$ cat src/rtl/hash_arb_pkg.sv
// Shared types and sizing helpers for the hash-core arbiter.
package hash_arb_pkg;

    typedef enum logic [2:0] {
        IDLE   = 3'd0,
        START  = 3'd1,
        STREAM = 3'd2,
        FINISH = 3'd3,
        DONE   = 3'd4
    } state_e;

    localparam int BYTE_W = 8;
    localparam int HASH_W = 32;

    // Watchdog counts 0..TIMEOUT_CYC-1, so $clog2 bits are enough.
    function automatic int wd_width(input int timeout_cyc);
        return (timeout_cyc > 1) ? $clog2(timeout_cyc) : 1;
    endfunction

endpackage

$ cat src/rtl/rr_arbiter.sv
// Combinational round-robin pick: first set request above last_i, wrapping.
module rr_arbiter #(
    parameter int N_REQ = 4,
    parameter int IDX_W = (N_REQ > 1) ? $clog2(N_REQ) : 1
) (
    input  logic [N_REQ-1:0] req_i,
    input  logic [IDX_W-1:0] last_i,
    output logic [N_REQ-1:0] gnt_o,
    output logic             valid_o
);

    logic [IDX_W-1:0] idx;

    always_comb begin
        gnt_o   = '0;
        valid_o = 1'b0;
        idx     = '0;
        for (int i = 1; i <= N_REQ; i++) begin
            idx = IDX_W'((int'(last_i) + i) % N_REQ);
            if (!valid_o && req_i[idx]) begin
                gnt_o[idx] = 1'b1;
                valid_o    = 1'b1;
            end
        end
    end

endmodule

$ cat src/rtl/hash_arbiter.sv
// Time-shares one full_hash core among N_REQ byte-stream requesters,
// forwarding the owner's bytes and returning the hash (or a timeout) to it.
module hash_arbiter
    import hash_arb_pkg::*;
#(
    parameter int N_REQ       = 4,
    parameter int TIMEOUT_CYC = 1024
) (
    input  logic                  clk,
    input  logic                  rst_n,
    input  logic [N_REQ-1:0]      req_i,
    input  logic [8*N_REQ-1:0]    s_byte_i,
    input  logic [N_REQ-1:0]      s_valid_i,
    input  logic [N_REQ-1:0]      s_last_i,
    output logic [N_REQ-1:0]      s_ready_o,
    output logic [N_REQ-1:0]      grant_o,
    output logic [31:0]           res_o,
    output logic [N_REQ-1:0]      res_valid_o,
    output logic                  res_err_o,
    output logic                  busy_o,
    output logic                  h_start_o,
    output logic [7:0]            h_byte_o,
    output logic                  h_f_dr_o,
    output logic                  h_eof_o,
    input  logic                  h_f_rtr_i,
    input  logic                  h_ready_i,
    input  logic [31:0]           h_r_h_i
);

    localparam int IDX_W = (N_REQ > 1) ? $clog2(N_REQ) : 1;
    localparam int WD_W  = wd_width(TIMEOUT_CYC);
    localparam logic [WD_W-1:0] WD_MAX = WD_W'(TIMEOUT_CYC - 1);

    state_e               state_q;
    logic [N_REQ-1:0]     grant_q;
    logic [IDX_W-1:0]     gidx_q;
    logic [IDX_W-1:0]     last_q;
    logic [WD_W-1:0]      wd_q;
    logic                 last_pend_q;
    logic                 busy_q;
    logic                 h_start_q;
    logic [BYTE_W-1:0]    h_byte_q;
    logic                 h_f_dr_q;
    logic                 h_eof_q;
    logic [HASH_W-1:0]    res_q;
    logic                 res_err_q;
    logic [N_REQ-1:0]     res_valid_q;

    logic [N_REQ-1:0]     arb_gnt;
    logic                 arb_vld;
    logic [IDX_W-1:0]     arb_idx;
    logic                 sel_valid;
    logic                 sel_last;
    logic [BYTE_W-1:0]    sel_byte;
    logic                 stream_rdy;
    logic                 accept;

    rr_arbiter #(
        .N_REQ (N_REQ),
        .IDX_W (IDX_W)
    ) u_rr (
        .req_i   (req_i),
        .last_i  (last_q),
        .gnt_o   (arb_gnt),
        .valid_o (arb_vld)
    );

    always_comb begin
        arb_idx = '0;
        for (int i = 0; i < N_REQ; i++) begin
            if (arb_gnt[i]) arb_idx = IDX_W'(i);
        end
    end

    always_comb begin
        sel_valid = 1'b0;
        sel_last  = 1'b0;
        sel_byte  = '0;
        for (int i = 0; i < N_REQ; i++) begin
            if (gidx_q == IDX_W'(i)) begin
                sel_valid = s_valid_i[i];
                sel_last  = s_last_i[i];
                sel_byte  = s_byte_i[i*BYTE_W +: BYTE_W];
            end
        end
    end

    // F_dr doubles as the guard: no byte is taken while a pulse is in flight.
    assign stream_rdy = (state_q == STREAM) && h_f_rtr_i && !h_f_dr_q;
    assign accept     = stream_rdy && sel_valid;
    assign s_ready_o  = stream_rdy ? grant_q : '0;

    always_ff @(posedge clk or negedge rst_n) begin
        if (!rst_n) begin
            state_q     <= IDLE;
            grant_q     <= '0;
            gidx_q      <= '0;
            last_q      <= IDX_W'(N_REQ - 1);
            wd_q        <= '0;
            last_pend_q <= 1'b0;
            busy_q      <= 1'b0;
            h_start_q   <= 1'b0;
            h_byte_q    <= '0;
            h_f_dr_q    <= 1'b0;
            h_eof_q     <= 1'b0;
            res_q       <= '0;
            res_err_q   <= 1'b0;
            res_valid_q <= '0;
        end else begin
            h_start_q   <= 1'b0;
            h_f_dr_q    <= 1'b0;
            res_valid_q <= '0;
            case (state_q)
                IDLE: begin
                    if (arb_vld) begin
                        grant_q   <= arb_gnt;
                        gidx_q    <= arb_idx;
                        h_start_q <= 1'b1;
                        busy_q    <= 1'b1;
                        state_q   <= START;
                    end
                end
                START: state_q <= STREAM;
                STREAM: begin
                    if (accept) begin
                        h_byte_q    <= sel_byte;
                        h_f_dr_q    <= 1'b1;
                        last_pend_q <= sel_last;
                    end else if (h_f_dr_q && last_pend_q) begin
                        last_pend_q <= 1'b0;
                        h_eof_q     <= 1'b1;
                        wd_q        <= '0;
                        state_q     <= FINISH;
                    end
                end
                FINISH: begin
                    // A ready core in the expiry cycle still delivers its hash.
                    if (h_ready_i) begin
                        res_q       <= h_r_h_i;
                        res_err_q   <= 1'b0;
                        res_valid_q <= grant_q;
                        state_q     <= DONE;
                    end else if (wd_q == WD_MAX) begin
                        res_q       <= '0;
                        res_err_q   <= 1'b1;
                        res_valid_q <= grant_q;
                        state_q     <= DONE;
                    end else begin
                        wd_q <= wd_q + 1'b1;
                    end
                end
                DONE: begin
                    h_eof_q <= 1'b0;
                    wd_q    <= '0;
                    grant_q <= '0;
                    last_q  <= gidx_q;
                    busy_q  <= 1'b0;
                    state_q <= IDLE;
                end
                default: state_q <= IDLE;
            endcase
        end
    end

    assign grant_o     = grant_q;
    assign res_o       = res_q;
    assign res_valid_o = res_valid_q;
    assign res_err_o   = res_err_q;
    assign busy_o      = busy_q;
    assign h_start_o   = h_start_q;
    assign h_byte_o    = h_byte_q;
    assign h_f_dr_o    = h_f_dr_q;
    assign h_eof_o     = h_eof_q;

endmodule
$ cat config.mk
export PLATFORM = sky130hd
export DESIGN_NAME = hash_arbiter
export DESIGN_NICKNAME = d
export VERILOG_FILES = /design/src/rtl/hash_arb_pkg.sv /design/src/rtl/rr_arbiter.sv /design/src/rtl/hash_arbiter.sv
export SDC_FILE = /design/constraint.sdc
export NUM_CORES = 1
export LEC_CHECK = 0
export ABC_AREA = 0
export BUFFER_PORTS_ARGS = -buffer_cell sky130_fd_sc_hd__buf_2
export CORE_AREA = 8 8 129 83
export CTS_CLUSTER_DIAMETER = 200
export DETAILED_ROUTE_END_ITERATION = 6
export DIE_AREA = 0 0 137 91
export GPL_ROUTABILITY_DRIVEN = 0
export PLACE_DENSITY_LB_ADDON = 0.25
export SLEW_MARGIN = 15
export SYNTH_ARGS = -nofsm -noshare
export SYNTH_HDL_FRONTEND = slang
export SYNTH_SLANG_ARGS = --single-unit
$ cat constraint.sdc
create_clock -name clk -period 3.8 [get_ports clk]
set_clock_uncertainty 0.1 [all_clocks]
set_input_delay 1.14 -clock clk [delete_from_list [all_inputs] [get_ports clk]]
set_output_delay 1.14 -clock clk [all_outputs]
set_load 0.02 [all_outputs]
### Word level (Yosys, flattened, before mapping)

Index checks and enable logic that the tools add are counted.

* register bits: 71
* output and inout bits: 57
* word-level logic and storage cells: 145

* add/sub/neg operators: 5
* magnitude comparators: 8
* equality and inequality tests: 14
* mux-type cells: 71
* bitwise logic cells: 3
* reduce and logical (&&, ||, !) cells: 30

Operators by type and width (number)
* $mux 32: 2
* $mux 10: 4
* $mux 4: 9
* $mux 1: 32
* $mux 8: 4
* $pmux 10 s3: 1
* $mux 3: 5
* $lt 2x3->1 const B: 4
* $or 4x4->4: 3
* $pmux 3 s4: 1
* $logic_and 1x1->1: 11
* $add 10x1->10 const B: 1
* $eq 10x10->1 const B: 1
* $reduce_and 2->1: 5
* $bmux 1 s2: 4
* $demux 1 s2: 4
* $ge 2x1->1 const B: 4
* $ne 2x2->1 const B: 4
* $pmux 4 s2: 1
* $reduce_bool 2->1: 4
* $eq 3x2->1 const B: 2
* $reduce_and 5->1: 1
* $add 2x1->2 const B: 2
* $add 2x2->2 const B: 2
* other kinds (14): 20

### Longest topological paths before layout

* depth after elaboration: 16
* depth in mapped cells: 8

### Hierarchy

Synthesis repeated with hierarchy kept, for this count alone.

* cell total of the unflattened synthesis: 299
* area, all modules: 3657.3 µm²

By module, submodules not included
* hash_arbiter: instances 1, cells each 251, area an instance 3241.9 µm², seq. area each 1779.2 µm²
* rr_arbiter: instances 1, cells each 48, area an instance 415.4 µm², seq. area each 0.0 µm²

### Least setup slack after synthesis

No wires, ideal clock.

* path type: input to output
* start point: input h_f_rtr_i
* end point: output s_ready_o[0]
* arrival time: 1678 ps
* data required time: 2560 ps
* setup slack: 882 ps
* stages on the path: 2
* cells stage by stage: nor4b_2 > and2_1

* word-level cells in the longest chain between the ends: 3

RTL lines
* start, declared: line hash_arbiter.sv:25 `input logic h_f_rtr_i,`
* $logic_and 1x1->1 (2 in series): line hash_arbiter.sv:89 `assign stream_rdy = (state_q == STREAM) && h_f_rtr_i && !h_f_dr_q;`
* $mux 4: line hash_arbiter.sv:91 `assign s_ready_o = stream_rdy ? grant_q : '0;`
* end, declared: line hash_arbiter.sv:15 `output logic [N_REQ-1:0] s_ready_o,`

Every way passes these cells.

### Final worst setup path

Same ends and word-level chain as after synthesis.

==> results.txt <==
The total area inside the core boundary comes to 0.00885 mm^2. The worst register-to-register path has a setup slack of 1.09 ns. For the number of violations of the max-capacitance limit, the log shows 0. Dividing the detail-routed via count by the number of cells gives 5.12. The CTS buffer count was 9; the worst hold path depth was 2. The most used flip-flop cell after synthesis is sky130_fd_sc_hd__dfrtp_1. Buffers inserted to repair hold after CTS numbered 0.

For this run, the detailed router's first-pass iteration total came to 4. OpenSTA, run right after detailed placement, puts the worst setup slack at 0.648 ns. The simple-gate portion of the synthesized area was 11.9%. The max-slew violation total from the final report is 0. Setup repair after global routing left no endpoint under its margin. In the final layout, the share of cells above drive strength 1 is 45.5%. After the first detailed-routing iteration, the DRC count stood at 252.

Of the post-synthesis cell area, the dominant cell type holds 50.6%. The number of synthesized flops with an enable pin came out at 0. The quantity of I/O buffers inserted on ports works out to 136. Once the floorplan was initialized, standard cells occupied 38.6% of the core. Counting every instance in the synthesized netlist gives 274. The xor/xnor share of the synthesized area was 0.513%. The pin count of the biggest net entering global routing is 49, and the top-level port count is 137. In this run the post-CTS setup repair buffer count came out at 0. The detailed router placed 2720 vias in this run. The floorplan has 27 rows. The startpoint type of the worst setup path is an input pin. The clock network fraction of design power is 22.1%. Multiplexer cells account for 12.3% of the synthesized area. Yosys instantiated no cell more often than sky130_fd_sc_hd__dfrtp_1. In the global route stage, overall resource usage came out at 15.4%. The required time of the critical path came out at 2.56 ns. The via count of the first global-routing pass was 2916; the highest net fanout along the worst path was 5.

The switching share of power is 39.7%, and the initial antenna violation count is 0. The number of antenna diodes in the final layout is 0. For the worst setup path, the data arrival time is 1.89 ns. The sort of element at the end of the critical path is an output pin. The async set-reset flop share out of synthesis works out to 100%. The logs give 0 for the final count of negative-setup-slack endpoints and 71 for the total number of clock tree sinks.

The tools report the area of the die as 0.0125 mm^2. The tools report the first-pass GRT wire length as 15.2 mm. The synthesized-area fraction occupied by adder cells is 3.30%, and the detailed-placement wirelength estimate is 7.31 mm. After synthesis, the largest family of logic cells by area is compound AO/OA/AOI/OAI gates.

Adding up every negative setup slack in the final design gives 0 ns. Average cell area after synthesis: 12.5 um^2. At the pin with the least slew margin, the transition time is 0.548 ns. The final clock period utilization by the worst path works out to 82.5%. The flow ran to the end, and the final reports show no timing, DRC or antenna violations. Ranked by instance count, the synthesized netlist is headed by sky130_fd_sc_hd__dfrtp_1, sky130_fd_sc_hd__a22o_1, sky130_fd_sc_hd__nand2_1.

The logs give 0.00154 mm^2 for the area taken by multi-input logic gates and 0 for the remaining design rule violation count. The final setup slack of the worst path was 0.666 ns. The max-slew headroom at the worst pin was 63.5%; the count of unique library cells instantiated by Yosys was 56. The area growth from synthesis to layout is 32.3%.

After synthesis, the cell types taking the most area are sky130_fd_sc_hd__dfrtp_1, sky130_fd_sc_hd__a22o_1, sky130_fd_sc_hd__mux4_2. The worst vdd rail ir drop is 0.000374 V, and the maximum level of the CTS H-tree is 3. The internal power of the cells was 2300 uW. Filler cell count: 807. The overflow left after global routing was 0; the portion of total power attributed to sequential cells was 34.1%. In this run the remaining antenna-violating nets after routing total 0. The number of hold violations in the final report is 0, and the sum of routed wire length over all layers is 9.45 mm. The clock reaches the later pin of the worst-skew pair after 0.33 ns. sky130_fd_sc_hd__dfrtp_1 takes more of the synthesized area than any other cell.

The die is 137 um wide. In this run the deepest clock path goes through 2 buffers. The tools report the flip-flop and latch area as 0.00178 mm^2. In this run the worst hold path is classified as flip-flop to flip-flop.

For the fraction of the yosys area taken by sequential cells, the log shows 52.1%. The compound-cell area share of the yosys netlist came out at 17.2%. Synthesis inferred 71 register bits.

The classification of the worst setup path was input pin to output pin. TritonCTS built the clock tree. The share of total power dissipated in combinational logic is 43.7%. For this run, the number of Yosys warnings is 0. Dividing total power by cell area gives a power density of 846 mW/mm^2. The number of nets produced by synthesis was 363.

The die is 91 um tall. The root buffer cell chosen for the clock tree is sky130_fd_sc_hd__clkbuf_16. Dividing the detail-routed wire length by the instance count gives 17.8 um. Gates resized during post-CTS repair numbered 0.

The routed design could run at a clock period as short as 3.13 ns. The logs give 1520 uW for the net load switching power and 0.00228 uW for the leakage dissipation. At the end of the flow, the number of nets in the layout was 499. The clock-pin slew reported for the worst setup and hold paths after clock tree synthesis is 0.06 ns, and the highest achievable clock rate is 319 MHz.

After synthesis the cells add up to 0.00341 mm^2. Measured in cells, the most critical reg-to-reg path has a length of 7.
[cells in the final DEF, fill, tap and decap left out, types with 3 or more instances in the layout]
cell type and instances:
sky130_fd_sc_hd__clkbuf_16 9, sky130_fd_sc_hd__a31oi_1 3, sky130_fd_sc_hd__ha_1 9, sky130_fd_sc_hd__dfrtp_1 69
sky130_fd_sc_hd__nand2b_1 3, sky130_fd_sc_hd__nand3_1 3, sky130_fd_sc_hd__a21oi_1 10, sky130_fd_sc_hd__o21ai_0 9
sky130_fd_sc_hd__buf_4 3, sky130_fd_sc_hd__buf_2 136, sky130_fd_sc_hd__mux2_2 10, sky130_fd_sc_hd__mux4_2 12
sky130_fd_sc_hd__and2_1 10, sky130_fd_sc_hd__clkinvlp_4 3, sky130_fd_sc_hd__nor2_1 9, sky130_fd_sc_hd__nor2b_1 3
sky130_fd_sc_hd__a22o_1 32, sky130_fd_sc_hd__and3_1 7, sky130_fd_sc_hd__a21o_1 3, sky130_fd_sc_hd__inv_1 6
sky130_fd_sc_hd__or4_1 3, sky130_fd_sc_hd__nand2_1 17
[registers in the layout, summed over array words and instances, names as in the netlist]
register	cells
res_o	32
wd_q	10
h_byte_o	8
grant_o	4
res_valid_o	4
state_q	3
gidx_q	2
last_q	2
busy_o	1
h_eof_o	1
h_f_dr_o	1
h_start_o	1
last_pend_q	1
res_err_o	1
[power by group through the flow]
| stage | registers, uW | clock network (uW) | logic [uW] |
|---|---|---|---|
| after global placement | 1300 | 0 | 1670 |
| after floorplan | 1540 | 0 | 893 |
| after detailed placement | 1300 | 0 | 1690 |
| final | 1300 | 846 | 1670 |
| after CTS | 1300 | 870 | 1690 |
| after global routing | 1350 | 899 | 1810 |
[kinds of logic (layout without fill, tap and decap cells)]
logic type	Yosys count	in the layout
adder cells (fa/ha/maj)	9	9
buffers and inverters	21	162
XOR/XNOR	2	2
flip-flops	71	71
AND/OR/NAND/NOR	71	71
multiplexers	24	24
AO/OA/AOI/OAI	76	76
[worst max-delay path, stage by stage]
cell and delay (ns):
sky130_fd_sc_hd__buf_2 0.07, sky130_fd_sc_hd__nor4b_2 0.34, sky130_fd_sc_hd__and2_1 0.18, sky130_fd_sc_hd__buf_2 0.16
[per-stage QoR]
stage	cells	hold slack (ns)	power [uW]	area [um^2]	utilization, %
global placement	515	0.367	2970	4210	47.6
CTS	531	0.377	3860	4520	51.0
detailed placement	515	0.363	3000	4210	47.6
floorplan	274	0.368	2430	3410	-
global route	531	0.396	4060	4520	51.0
finish	531	0.379	3820	4520	51.0
[layout make-up]
| type | instances | area share, % |
|---|---|---|
| Clock buffer | 9 | 4.99 |
| Clock inverter | 7 | 1.75 |
| Inverter | 6 | 0.499 |
| Multi-Input combinational cell | 182 | 34.2 |
| Sequential cell | 71 | 39.4 |
| Tap cell | 116 | 3.21 |
| Timing Repair Buffer | 140 | 16.0 |
[final timing paths]
check                                      endpoint             startpoint
max in group asynchronous     last_q[1]$_DFFE_PN1P_                  rst_n
hold / removal                   busy_o$_DFFE_PN0P_     busy_o$_DFFE_PN0P_
hold reg to reg                  busy_o$_DFFE_PN0P_     busy_o$_DFFE_PN0P_
min in group asynchronous  res_valid_o[1]$_DFF_PN0_                  rst_n
setup / recovery                       s_ready_o[0]              h_f_rtr_i
setup reg to reg              gidx_q[1]$_DFFE_PN0P_  last_q[0]$_DFFE_PN1P_
[per-layer routing]
layer	global-route usage (%)	vias up	routed length (um)	part of all wire (%)
met1	21.1	1300	4570	48
met3	7.04	5	824	8.7
li1	-	1312	-	-
met2	21.2	103	3970	42
met5	0	-	0	0
met4	4.59	0	88	0.93
Note: power is estimated with default switching activity, not from simulation.
